### src/rtl/player_input_decoder_pkg.sv
// Shared definitions for the per-player input decoder: key bit layout,
// step FSM encoding and the axis resolution helper.
package player_input_decoder_pkg;

    localparam int KEY_UP          = 0;
    localparam int KEY_DOWN        = 1;
    localparam int KEY_LEFT        = 2;
    localparam int KEY_RIGHT       = 3;
    localparam int KEY_BOMB        = 4;
    localparam int KEYS_PER_PLAYER = 5;

    localparam logic [1:0] ST_IDLE   = 2'd0;
    localparam logic [1:0] ST_DELAY  = 2'd1;
    localparam logic [1:0] ST_REPEAT = 2'd2;

    typedef struct packed {
        logic dir;
        logic mov;
    } axis_t;

    // dir=0 selects the negative key (left/up), dir=1 the positive key (right/down).
    // With both held, the freshest rise wins; a simultaneous rise favours positive.
    function automatic axis_t resolve_axis(
        input logic neg_held,
        input logic pos_held,
        input logic neg_rise,
        input logic pos_rise,
        input logic dir_prev
    );
        axis_t a;
        a.mov = neg_held | pos_held;
        a.dir = dir_prev;
        if (pos_held && !neg_held) begin
            a.dir = 1'b1;
        end else if (neg_held && !pos_held) begin
            a.dir = 1'b0;
        end else if (neg_held && pos_held) begin
            if (pos_rise) begin
                a.dir = 1'b1;
            end else if (neg_rise) begin
                a.dir = 1'b0;
            end
        end
        return a;
    endfunction

    function automatic int max3(input int a, input int b, input int c);
        int m;
        m = (a > b) ? a : b;
        return (m > c) ? m : c;
    endfunction

    // Width for the shared repeat/cooldown counters; never narrower than one bit.
    function automatic int cnt_width(input int rep_delay, input int rep_period, input int cooldown);
        int m;
        m = max3(rep_delay, rep_period, cooldown + 1);
        if (m < 2) begin
            m = 2;
        end
        return $clog2(m);
    endfunction

endpackage

### src/rtl/player_input_decoder_channel.sv
// One player's channel: key edge detect, last-pressed-wins axis resolution,
// step pulse with auto-repeat, and bomb pulse with cooldown.
module player_input_channel
    import player_input_decoder_pkg::*;
#(
    parameter int REPEAT_DELAY  = 25_000_000,
    parameter int REPEAT_PERIOD = 5_000_000,
    parameter int BOMB_COOLDOWN = 50_000_000
) (
    input  logic       clock,
    input  logic       reset,
    input  logic       enable_i,
    input  logic [4:0] key_held_i,
    output logic       xdir_o,
    output logic       xmov_o,
    output logic       ydir_o,
    output logic       ymov_o,
    output logic       step_o,
    output logic       bomb_o
);

    localparam int CNT_W = cnt_width(REPEAT_DELAY, REPEAT_PERIOD, BOMB_COOLDOWN);
    localparam logic [CNT_W-1:0] DELAY_LAST  = CNT_W'(REPEAT_DELAY - 1);
    localparam logic [CNT_W-1:0] PERIOD_LAST = CNT_W'(REPEAT_PERIOD - 1);
    localparam logic [CNT_W-1:0] COOL_INIT   = CNT_W'(BOMB_COOLDOWN);
    localparam logic [CNT_W-1:0] CNT_ONE     = CNT_W'(1);

    logic [4:0]       key_q;
    logic [4:0]       rise;
    axis_t            x_axis;
    axis_t            y_axis;
    logic             move_held;
    logic             move_rise;

    logic             xdir_q, xdir_d;
    logic             xmov_q, xmov_d;
    logic             ydir_q, ydir_d;
    logic             ymov_q, ymov_d;
    logic             step_q, step_d;
    logic             bomb_q, bomb_d;
    logic [1:0]       state_q, state_d;
    logic [CNT_W-1:0] cnt_q, cnt_d;
    logic [CNT_W-1:0] cool_q, cool_d;

    always_comb begin
        rise      = key_held_i & ~key_q;
        move_held = key_held_i[KEY_UP] | key_held_i[KEY_DOWN]
                  | key_held_i[KEY_LEFT] | key_held_i[KEY_RIGHT];
        move_rise = rise[KEY_UP] | rise[KEY_DOWN] | rise[KEY_LEFT] | rise[KEY_RIGHT];

        // Direction tracking keeps running while the game is disabled.
        x_axis = resolve_axis(key_held_i[KEY_LEFT], key_held_i[KEY_RIGHT],
                              rise[KEY_LEFT], rise[KEY_RIGHT], xdir_q);
        y_axis = resolve_axis(key_held_i[KEY_UP], key_held_i[KEY_DOWN],
                              rise[KEY_UP], rise[KEY_DOWN], ydir_q);
        xdir_d = x_axis.dir;
        ydir_d = y_axis.dir;
        xmov_d = enable_i & x_axis.mov;
        ymov_d = enable_i & y_axis.mov;
    end

    always_comb begin
        state_d = state_q;
        cnt_d   = cnt_q;
        step_d  = 1'b0;
        if (!enable_i) begin
            state_d = ST_IDLE;
            cnt_d   = '0;
        end else begin
            case (state_q)
                ST_IDLE: begin
                    if (move_held) begin
                        state_d = ST_DELAY;
                        cnt_d   = '0;
                        step_d  = 1'b1;
                    end
                end
                ST_DELAY: begin
                    if (!move_held) begin
                        state_d = ST_IDLE;
                        cnt_d   = '0;
                    end else if (move_rise) begin
                        cnt_d  = '0;
                        step_d = 1'b1;
                    end else if (cnt_q == DELAY_LAST) begin
                        state_d = ST_REPEAT;
                        cnt_d   = '0;
                        step_d  = 1'b1;
                    end else begin
                        cnt_d = cnt_q + CNT_ONE;
                    end
                end
                ST_REPEAT: begin
                    if (!move_held) begin
                        state_d = ST_IDLE;
                        cnt_d   = '0;
                    end else if (move_rise) begin
                        state_d = ST_DELAY;
                        cnt_d   = '0;
                        step_d  = 1'b1;
                    end else if (cnt_q == PERIOD_LAST) begin
                        cnt_d  = '0;
                        step_d = 1'b1;
                    end else begin
                        cnt_d = cnt_q + CNT_ONE;
                    end
                end
                default: begin
                    state_d = ST_IDLE;
                    cnt_d   = '0;
                end
            endcase
        end
    end

    // Presses during cooldown are discarded, not remembered for later.
    always_comb begin
        bomb_d = 1'b0;
        cool_d = cool_q;
        if (!enable_i) begin
            cool_d = '0;
        end else if (rise[KEY_BOMB] && (cool_q == '0)) begin
            bomb_d = 1'b1;
            cool_d = COOL_INIT;
        end else if (cool_q != '0) begin
            cool_d = cool_q - CNT_ONE;
        end
    end

    // key_q tracks the inputs during reset so keys held through it give no edge.
    always_ff @(posedge clock) begin
        if (reset) begin
            key_q   <= key_held_i;
            xdir_q  <= 1'b0;
            xmov_q  <= 1'b0;
            ydir_q  <= 1'b0;
            ymov_q  <= 1'b0;
            step_q  <= 1'b0;
            bomb_q  <= 1'b0;
            state_q <= ST_IDLE;
            cnt_q   <= '0;
            cool_q  <= '0;
        end else begin
            key_q   <= key_held_i;
            xdir_q  <= xdir_d;
            xmov_q  <= xmov_d;
            ydir_q  <= ydir_d;
            ymov_q  <= ymov_d;
            step_q  <= step_d;
            bomb_q  <= bomb_d;
            state_q <= state_d;
            cnt_q   <= cnt_d;
            cool_q  <= cool_d;
        end
    end

    assign xdir_o = xdir_q;
    assign xmov_o = xmov_q;
    assign ydir_o = ydir_q;
    assign ymov_o = ymov_q;
    assign step_o = step_q;
    assign bomb_o = bomb_q;

endmodule

### src/rtl/player_input_decoder.sv
// Multi-player input decoder: one independent channel per player, each fed
// its own 5-bit slice of the held-key vector.
module player_input_decoder
    import player_input_decoder_pkg::*;
#(
    parameter int NUM_PLAYERS   = 2,
    parameter int REPEAT_DELAY  = 25_000_000,
    parameter int REPEAT_PERIOD = 5_000_000,
    parameter int BOMB_COOLDOWN = 50_000_000
) (
    input  logic                                   clock,
    input  logic                                   reset,
    input  logic                                   enable,
    input  logic [KEYS_PER_PLAYER*NUM_PLAYERS-1:0] key_held,
    output logic [NUM_PLAYERS-1:0]                 xdir,
    output logic [NUM_PLAYERS-1:0]                 xmov,
    output logic [NUM_PLAYERS-1:0]                 ydir,
    output logic [NUM_PLAYERS-1:0]                 ymov,
    output logic [NUM_PLAYERS-1:0]                 step,
    output logic [NUM_PLAYERS-1:0]                 bomb
);

    for (genvar gi = 0; gi < NUM_PLAYERS; gi++) begin : g_player
        player_input_channel #(
            .REPEAT_DELAY  (REPEAT_DELAY),
            .REPEAT_PERIOD (REPEAT_PERIOD),
            .BOMB_COOLDOWN (BOMB_COOLDOWN)
        ) u_channel (
            .clock      (clock),
            .reset      (reset),
            .enable_i   (enable),
            .key_held_i (key_held[gi*KEYS_PER_PLAYER +: KEYS_PER_PLAYER]),
            .xdir_o     (xdir[gi]),
            .xmov_o     (xmov[gi]),
            .ydir_o     (ydir[gi]),
            .ymov_o     (ymov[gi]),
            .step_o     (step[gi]),
            .bomb_o     (bomb[gi])
        );
    end

endmodule

### config.mk
export PLATFORM = sky130hd
export DESIGN_NAME = player_input_decoder
export DESIGN_NICKNAME = d
export VERILOG_FILES = /design/src/rtl/player_input_decoder_pkg.sv /design/src/rtl/player_input_decoder_channel.sv /design/src/rtl/player_input_decoder.sv
export SDC_FILE = /design/constraint.sdc
export NUM_CORES = 1
export LEC_CHECK = 0
export CORE_MARGIN = 1.5
export CORE_UTILIZATION = 50
export DETAILED_ROUTE_END_ITERATION = 8
export PLACE_DENSITY_LB_ADDON = 0.08
export SYNTH_ARGS = -nofsm -noshare
export SYNTH_HDL_FRONTEND = slang
export SYNTH_SLANG_ARGS = --single-unit
export TNS_END_PERCENT = 5
### constraint.sdc
create_clock -name clock -period 2.4 [get_ports clock]
set_input_delay 0.36 -clock clock [delete_from_list [all_inputs] [get_ports clock]]
set_output_delay 0.36 -clock clock [all_outputs]
set_load 0.03 [all_outputs]
==> flow_summary.json, run 1 <==
{
  "status": "finished clean",
  "ys_ff_latch": 130,
  "placed_cell_area_sq_um": 7010,
  "maxSlewHeadroom_pct": 61.7,
  "power_frac_clock_pct": 24.3,
  "overflow": 0,
  "crit_path_max_fanout": 6,
  "start_util_pct": 51.8,
  "end_kind": "register",
  "finalHoldViolations": 0,
  "finalSetupViolCount": 0,
  "netlist_top_cells_area": "dfxtp_1, nor2_1, xor2_1, xnor2_1, ha_1",
  "skew_ps": 4.38,
  "finalCritPeriodShare_pct": 99.5,
  "area_growth_pct": 23.0,
  "synthesis.nets": 763,
  "cts_inserted_buffers": 17,
  "rsz0062_at_grt": "yes",
  "cts_root_buffer": "clkbuf_16",
  "path_common_cell": "or4_4",
  "grt_usage_pct": 22.0,
  "p_seq_share_pct": 27.6,
  "p_sw_share_pct": 36.9,
  "max_freq_mhz": 419,
  "synthDominantCellAreaShare_pct": 41.5,
  "final_core_util_pct": 63.7,
  "wirelength_um": 13600,
  "dieArea_sq_um": 13200,
  "final_nets": 834,
  "cpPeakStageDelay_ps": 570,
  "clkLatencyLatePin_ps": 410,
  "critical-path-slowest-cell": "or4_4",
  "row_count": 40,
  "cts_max_level": 4,
  "drive_gt1_share_pct": 16.6,
  "switching_power_w": 0.00371,
  "cts_tree": "built",
  "place_congestion": 0.842,
  "cts.clk_slew.worst_paths_ps": 50,
  "path_cells": "or4_4 > buf_6 > or4_4 > nor4_4 > buf_4 > nor3_2 > a211oi_1",
  "port_buffers": 24,
  "grt_pass1_vias": 5162,
  "design.core.area_sq_um": 12100,
  "hold_path.class": "in -> reg",
  "cp-start-kind": "register",
  "drv_slew": 0,
  "drc": 0,
  "die_w_um": 115,
  "cts.sinks": 130,
  "cp.required_ps": 2730,
  "hold_buffers": 0,
  "io-pin-count": 25,
  "combinationalPowerShare_pct": 48.1,
  "power_w": 0.0100,
  "drt_iter0_drc": 248,
  "vias": 5298,
  "synth_area_sq_um": 6280,
  "grt_first_pass_wirelength_um": 23300,
  "tightest_slew_ps": 569,
  "fin_crit_ps": 2390,
  "max_cap_violations": 0,
  "via_per_inst": 5.41,
  "critPathBufInv": 2,
  "p_per_area_nw_per_um2": 1300,
  "dr.pass1.iters": 4,
  "hpwl_um": 9870,
  "ys_seq_area_share_pct": 41.5,
  "avgSynthCellArea_sq_um": 8.62,
  "grt_max_degree": 34,
  "crit_type": "reg -> reg",
  "p_leak_nw": 2.94,
  "antenna_left": 0,
  "yosysTopAreaCell": "dfxtp_1",
  "postLayoutCellArea_sq_um": 7720,
  "yosysUniqueCellTypes": 61,
  "synth-edff-count": 0,
  "yosys_warnings": 0,
  "synthArstFlopShare_pct": 0,
  "antennaDiodeCount": 0,
  "fp.dieH_um": 115,
  "cts_buffer_depth": 2,
  "postSynthCellCount": 728,
  "ys.flop_type": "dfxtp_1",
  "critPathArrivalTime_ps": 2720,
  "ir_drop_v": 0.00113,
  "path_delay_family": "simple AND/OR/NAND/NOR gates",
  "p_int_w": 0.00633,
  "wire_per_inst_um": 13.9,
  "antenna_found_initial": 0,
  "fin_hold_ws_ps": 417
}
==> cells in the mapped netlist (12+ instances only) <==
master / number
inv_1: 33
xnor2_1: 34
nand3_1: 29
nor3_1: 48
clkbuf_1: 14
nor2_1: 123
a21oi_1: 15
xor2_1: 35
ha_1: 22
nand2_1: 33
nor4_1: 14
a211oi_1: 26
buf_4: 15
dfxtp_1: 130
and3_1: 12
nand4_1: 18
==> per-layer routing <==
layer	track usage [%]	share of wire, %
met1	26.8	47
met2	37.5	49
met3	4.69	2.4
met4	9.79	2.4
met5	0	0
==> placed cells by master, fill, tap and decap left out, drive strengths merged, types with 12 or more instances in the layout <==
master	n
clkdlybuf4s50	24
xor2	35
nor4	16
nor3	49
buf	63
a211oi	27
dfxtp	130
ha	22
xnor2	34
or4	12
nand4	18
nand3	29
and3	12
nor2	123
inv	33
clkbuf	19
a21oi	15
nand2	33
==> cell type report <==
class,instances,area (sq um)
Clock buffer,19,443
Fill cell,1078,4390
Multi-Input combinational cell,530,3480
Inverter,33,124
Sequential cell,130,2610
Timing Repair Buffer,87,742
Clock inverter,12,116
Tap cell,168,210
==> metrics by stage <==
step | setup slack [ps] | std cells | TNS (ps)
2_1_floorplan | -26.0 | 728 | -212
3_3_place_gp | 27.6 | 945 | 0
3_5_place_dp | -97.1 | 945 | -1240
4_1_cts | -46.7 | 978 | -88.4
5_1_grt | -108 | 979 | -1040
6_report | 12.5 | 979 | 0
==> registers in the layout (all words and copies together) (netlist names) <==
signal / flops
g_player.u_channel.cool_q: 52
g_player.u_channel.bomb_o: 2
g_player.u_channel.key_q: 10
g_player.u_channel.xdir_o: 2
g_player.u_channel.ymov_o: 2
g_player.u_channel.xmov_o: 2
g_player.u_channel.ydir_o: 2
g_player.u_channel.cnt_q: 52
g_player.u_channel.step_o: 2
g_player.u_channel.state_q: 4
==> kinds of logic (layout without fill, tap and decap cells) <==
| family | Yosys count | in the layout | synth area share, % |
|---|---|---|---|
| compound gates | 79 | 79 | 8.77 |
| xor+xnor | 69 | 69 | 9.63 |
| fa+ha+maj | 22 | 22 | 4.38 |
| buf+inv | 68 | 151 | 5.16 |
| flops | 130 | 130 | 41.5 |
| mux | 3 | 3 | 0.478 |
| simple gates | 357 | 357 | 30.1 |
==> timing repair <==
| action | in CTS | in global routing |
|---|---|---|
| setup endpoints to repair | 7 | 49 |
| buffers inserted | 2 | 1 |
| pin swaps | 4 | 17 |
| resized for setup | 8 | 25 |
==> path summary, 6_finish.rpt <==
| path | start | end | slack [ps] | cells past startpoint |
|---|---|---|---|---|
| max | g_player[1].u_channel.cool_q[5] | g_player[1].u_channel.cool_q[20] | 10 | 7 |
| min | key_held[9] | g_player[1].u_channel.key_q[4] | 420 | 1 |
| max reg2reg | g_player[1].u_channel.cool_q[5] | g_player[1].u_channel.cool_q[20] | 10 | 7 |
| min reg2reg | g_player[0].u_channel.cool_q[7] | g_player[0].u_channel.cool_q[7] | 450 | 1 |
==> power groups by stage <==
stage | logic (W) | clock network, W | registers [W]
2_1_floorplan | 0.00314 | 0 | 0.00274
3_3_place_gp | 0.00427 | 0 | 0.00277
3_5_place_dp | 0.00438 | 0 | 0.00278
4_1_cts | 0.00456 | 0.00249 | 0.00275
5_1_grt | 0.00533 | 0.00259 | 0.00282
6_report | 0.00483 | 0.00244 | 0.00277
Note: power is estimated with default switching activity, not from simulation.
==> run 2: changes to the inputs <==
--- a/config.mk
+++ b/config.mk
@@ -8,7 +8,7 @@
 export CORE_MARGIN = 1.5
 export CORE_UTILIZATION = 50
 export DETAILED_ROUTE_END_ITERATION = 8
-export PLACE_DENSITY_LB_ADDON = 0.08
+export PLACE_DENSITY_LB_ADDON = 0.2
 export SYNTH_ARGS = -nofsm -noshare
 export SYNTH_HDL_FRONTEND = slang
 export SYNTH_SLANG_ARGS = --single-unit
==> flow_summary.json, run 2 (synthesis gave the netlist of run 1 again) <==
{
  "status": "finished clean",
  "end_kind": "register",
  "fin_crit_ps": 2370,
  "fp.dieH_um": 115,
  "place_inst": 943,
  "crit_type": "reg -> reg",
  "cp.required_ps": 2720,
  "antenna_left": 0,
  "clkLatencyLatePin_ps": 420,
  "drive_gt1_share_pct": 15.2,
  "via_per_inst": 5.43,
  "dieArea_sq_um": 13200,
  "routed.top_layer": "met4",
  "place_congestion": 0.847,
  "hold_buffers": 0,
  "cts_inserted_buffers": 17,
  "p_leak_nw": 2.94,
  "tns_ps": 0,
  "finalHoldViolations": 0,
  "antennaDiodeCount": 0,
  "final_common_cell": "dfxtp_1",
  "wl_met1_um": 6580,
  "vias": 5320,
  "power_w": 0.0101,
  "cts_tree": "built",
  "final_cells": 979,
  "crit_path_max_fanout": 4,
  "grt_first_pass_wirelength_um": 23200,
  "grt_usage_pct": 21.9,
  "antenna_found_initial": 0,
  "postLayoutCellArea_sq_um": 7720,
  "cp-start-kind": "register",
  "start_util_pct": 51.8,
  "wl_met2_um": 6680,
  "hold_path.class": "in -> reg",
  "grt_pass1_vias": 5085,
  "row_count": 40,
  "cp-startpoint": "g_player[0].u_channel.cool_q[0]",
  "rsz0062_at_grt": "yes",
  "wire_per_inst_um": 14.1,
  "critPathArrivalTime_ps": 2700,
  "cts.sinks": 130,
  "dr.pass1.iters": 4,
  "p_per_area_nw_per_um2": 1300,
  "max_freq_mhz": 421,
  "hpwl_um": 9510,
  "reg.largest.list": "g_player.u_channel.cnt_q (52), g_player.u_channel.cool_q (52), g_player.u_channel.key_q (10)",
  "die_w_um": 115,
  "area_growth_pct": 23.0,
  "cts_max_level": 4,
  "tightest_slew_ps": 481,
  "min_from": "key_held[4]",
  "finalSetupViolCount": 0,
  "grt_max_degree": 34,
  "maxSlewHeadroom_pct": 67.5,
  "design.core.area_sq_um": 12100,
  "ir_drop_v": 0.000843,
  "final_cell_mix": "dfxtp_1, nor2_1, buf_4, nor3_1, xor2_1",
  "final_nets": 833,
  "drt_iter0_drc": 352,
  "cts.clk_slew.worst_paths_ps": 50,
  "finalCritPeriodShare_pct": 98.9,
  "cts_buffer_depth": 2,
  "skew_ps": 9.13,
  "io-pin-count": 25,
  "wl_met3_um": 489,
  "drv_slew": 0,
  "fill_cells": 1025,
  "port_buffers": 24,
  "placed_cell_area_sq_um": 7010,
  "crit-reg2reg-launch": "g_player[0].u_channel.cool_q[0]",
  "wirelength_um": 13800,
  "final_core_util_pct": 63.8,
  "overflow": 0,
  "max_cap_violations": 0,
  "cts_root_buffer": "clkbuf_16",
  "drc": 0
}
==> run 2: cell types whose count changed in the layout (fill, tap and decap cells not counted), sizes merged <==
cell	delta
clkbuf	+3
buf	-1
clkinv	-4
clkinvlp	+2
==> run 2: through the flow <==
stage / hold WS [ps] / setup slack [ps]
floorplan: 388 / -26.0
global placement: 448 / -35.7
detailed placement: 454 / -68.2
CTS: 405 / 4.07
global route: 420 / -91.6
finish: 422 / 27.4
==> run 2: repair_timing <==
item	CTS	global route
cloned	0	1
setup buffers	1	2
resized for setup	10	16
hold endpoints to repair	0	0
pin swaps	4	9
endpoints found under the setup margin	3	39
==> run 2: layer usage <==
metal,GRT usage (%),vias to the layer above
met2,36.3,71
met5,0,-
met4,7.41,0
met1,27.9,2543
met3,5.43,7
li1,-,2699
==> run 2: final cells by class <==
class	instances	area, sq um	area share, %
Multi-Input combinational cell	530	3450	44.7
Sequential cell	130	2600	33.7
Timing Repair Buffer	86	751	9.72
Clock buffer	22	474	6.14
Tap cell	168	210	2.72
Inverter	33	124	1.60
Clock inverter	10	108	1.39
==> run 2: final timing paths <==
| kind | slack (ps) | cells after the start | endpoint |
|---|---|---|---|
| setup / recovery | 30 | 8 | g_player[0].u_channel.cool_q[20] |
| hold / removal | 420 | 1 | g_player[0].u_channel.key_q[4] |
| setup reg to reg | 30 | 8 | g_player[0].u_channel.cool_q[20] |
| hold reg to reg | 460 | 1 | g_player[1].u_channel.cool_q[19] |
==> run 2: report_power, final <==
part           switching (W)  internal [W]  leakage (nW)
sequential          0.000292       0.00248          1.06
combinational        0.00248       0.00228          1.60
clock               0.000916       0.00160         0.282
==> run 2: critical path: stages, from the launching register on <==
cell and delay (ps):
dfxtp_1 310, inv_1 70, ha_2 170, or3b_4 380, buf_4 160, or3_1 420
nor3b_1 370, a211oi_1 160, a311oi_1 250
==> run 3: changes to the inputs <==
--- a/config.mk
+++ b/config.mk
@@ -8,6 +8,8 @@
 export CORE_MARGIN = 1.5
 export CORE_UTILIZATION = 50
 export DETAILED_ROUTE_END_ITERATION = 8
+export GPL_TIMING_DRIVEN = 0
+export HOLD_SLACK_MARGIN = 0.06
 export PLACE_DENSITY_LB_ADDON = 0.2
 export SYNTH_ARGS = -nofsm -noshare
 export SYNTH_HDL_FRONTEND = slang
==> flow_summary.json, run 3 (synthesis gave the netlist of run 1 again) <==
{
  "finalHoldViolations": 0,
  "grt_pass1_vias": 5153,
  "overflow": 0,
  "fin_hold_ws_ps": 402,
  "cpPeakStageDelay_ps": 560,
  "cp-start-kind": "register",
  "cts_max_level": 4,
  "cts_tree": "built",
  "final_core_util_pct": 64.7,
  "violations": "negative setup slack",
  "reg.largest.list": "g_player.u_channel.cnt_q (52), g_player.u_channel.cool_q (52), g_player.u_channel.key_q (10)",
  "crit_type": "reg -> reg",
  "dieArea_sq_um": 13200,
  "critPathBufInv": 1,
  "cts.clk_slew.worst_paths_ps": 60,
  "path_delay_family": "simple AND/OR/NAND/NOR gates",
  "vias": 5396,
  "critical-path-slowest-cell": "or4_4",
  "tightest_slew_ps": 922,
  "grt_first_pass_wirelength_um": 23400,
  "final_common_cell": "dfxtp_1",
  "max_cap_violations": 0,
  "final_nets": 823,
  "grt_max_degree": 17,
  "via_per_inst": 5.57,
  "area_growth_pct": 24.8,
  "wirelength_um": 14000,
  "place_congestion": 0.843,
  "cts.sinks": 130,
  "grt_usage_pct": 22.3,
  "io-pin-count": 25,
  "fp.dieH_um": 115,
  "status": "finished with violations",
  "cts_inserted_buffers": 17,
  "start_util_pct": 51.8,
  "p_leak_nw": 2.93,
  "end_kind": "register",
  "dr.pass1.iters": 7,
  "drive_gt1_share_pct": 15.6,
  "max_freq_mhz": 403,
  "rsz0062_at_grt": "yes",
  "finalWorstSetupSlack_ps": -81.6,
  "antenna_found_initial": 0,
  "p_per_area_nw_per_um2": 1330,
  "design.core.area_sq_um": 12100,
  "critPathArrivalTime_ps": 2760,
  "skew_ps": 6.34,
  "drt_iter0_drc": 299,
  "final_cell_mix": "dfxtp_1, nor2_1, nor3_1, xor2_1, xnor2_1",
  "drv_slew": 0,
  "cts_buffer_depth": 2,
  "die_w_um": 115,
  "wire_per_inst_um": 14.4,
  "cp.required_ps": 2680,
  "hold_path.class": "in -> reg",
  "finalCritPeriodShare_pct": 103,
  "finalSetupViolCount": 3,
  "path_cells": "or4_4 > or4_4 > or4b_4 > nor3_4 > buf_4 > a211oi_1",
  "drc": 0,
  "clkLatencyLatePin_ps": 420,
  "path_common_cell": "or4_4",
  "port_buffers": 24,
  "hpwl_um": 9360,
  "antenna_left": 0,
  "cts_root_buffer": "clkbuf_16",
  "fin_crit_ps": 2480,
  "crit_path_max_fanout": 6,
  "row_count": 40,
  "maxSlewHeadroom_pct": 38.4,
  "antennaDiodeCount": 0,
  "ir_drop_v": 0.000897
}
[run 3: cell type report]
type,instances,area [sq um]
timing repair buffer,44,412
sequential,130,2620
inverter,33,124
clock inverter,14,283
multi-input combinational,530,3530
clock buffer,18,439
fill,1030,4280
tap,168,210
buffer,32,226
[run 3: stage by stage]
stage	TNS [ps]	std cells	total power (W)	worst slack, ps	instance area (sq um)
after global routing	-2420	969	0.0111	-130	7840
after floorplan	-212	728	0.00588	-26.0	6280
after global placement	-36270	920	0.00649	-831	6730
final	-102	969	0.0104	-81.6	7840
after CTS	-1450	958	0.0102	-104	7670
after detailed placement	-43520	920	0.00661	-994	6730
[run 3: path summary, 6_finish.rpt]
check	startpoint	to	slack [ps]	depth (start not counted)
min reg2reg	g_player[1].u_channel.cool_q[7]	g_player[1].u_channel.cool_q[7]	450	1
max reg2reg	g_player[0].u_channel.cool_q[7]	g_player[0].u_channel.cool_q[22]	-80	6
min	key_held[4]	g_player[0].u_channel.key_q[4]	400	1
max	g_player[0].u_channel.cool_q[7]	g_player[0].u_channel.cool_q[22]	-80	6
[run 3: worst reg2reg max path, stage by stage (launching register included)]
cell      delay, ps
dfxtp_2         330
or4_4           560
or4_4           500
or4b_4          560
nor3_4          200
buf_4           130
a211oi_1         60
[run 3: per-layer routing]
layer | up-vias | track usage [%] | part of all wire (%)
met4 | 0 | 10.5 | 2.4
met1 | 2561 | 27.2 | 46
li1 | 2683 | - | -
met5 | - | 0 | 0
met3 | 31 | 6.22 | 4.6
met2 | 121 | 36.6 | 47
[run 3: power breakdown]
group / switching [W] / total (W) / leakage (nW) / internal (W)
combinational: 0.00243 / 0.00447 / 1.52 / 0.00204
sequential: 0.000320 / 0.00281 / 1.06 / 0.00249
clock: 0.000959 / 0.00314 / 0.346 / 0.00218
total: 0.00371 / 0.0104 / 2.93 / 0.00672
[run 3: timing repair]
| item | 4_1_cts | 5_1_grt |
|---|---|---|
| cloned | 1 | 1 |
| buffers inserted | 6 | 12 |
| hold buffers | 0 | 0 |
| endpoints found under the setup margin | 100 | 93 |
| pin swaps | 10 | 18 |
| resized for setup | 47 | 23 |
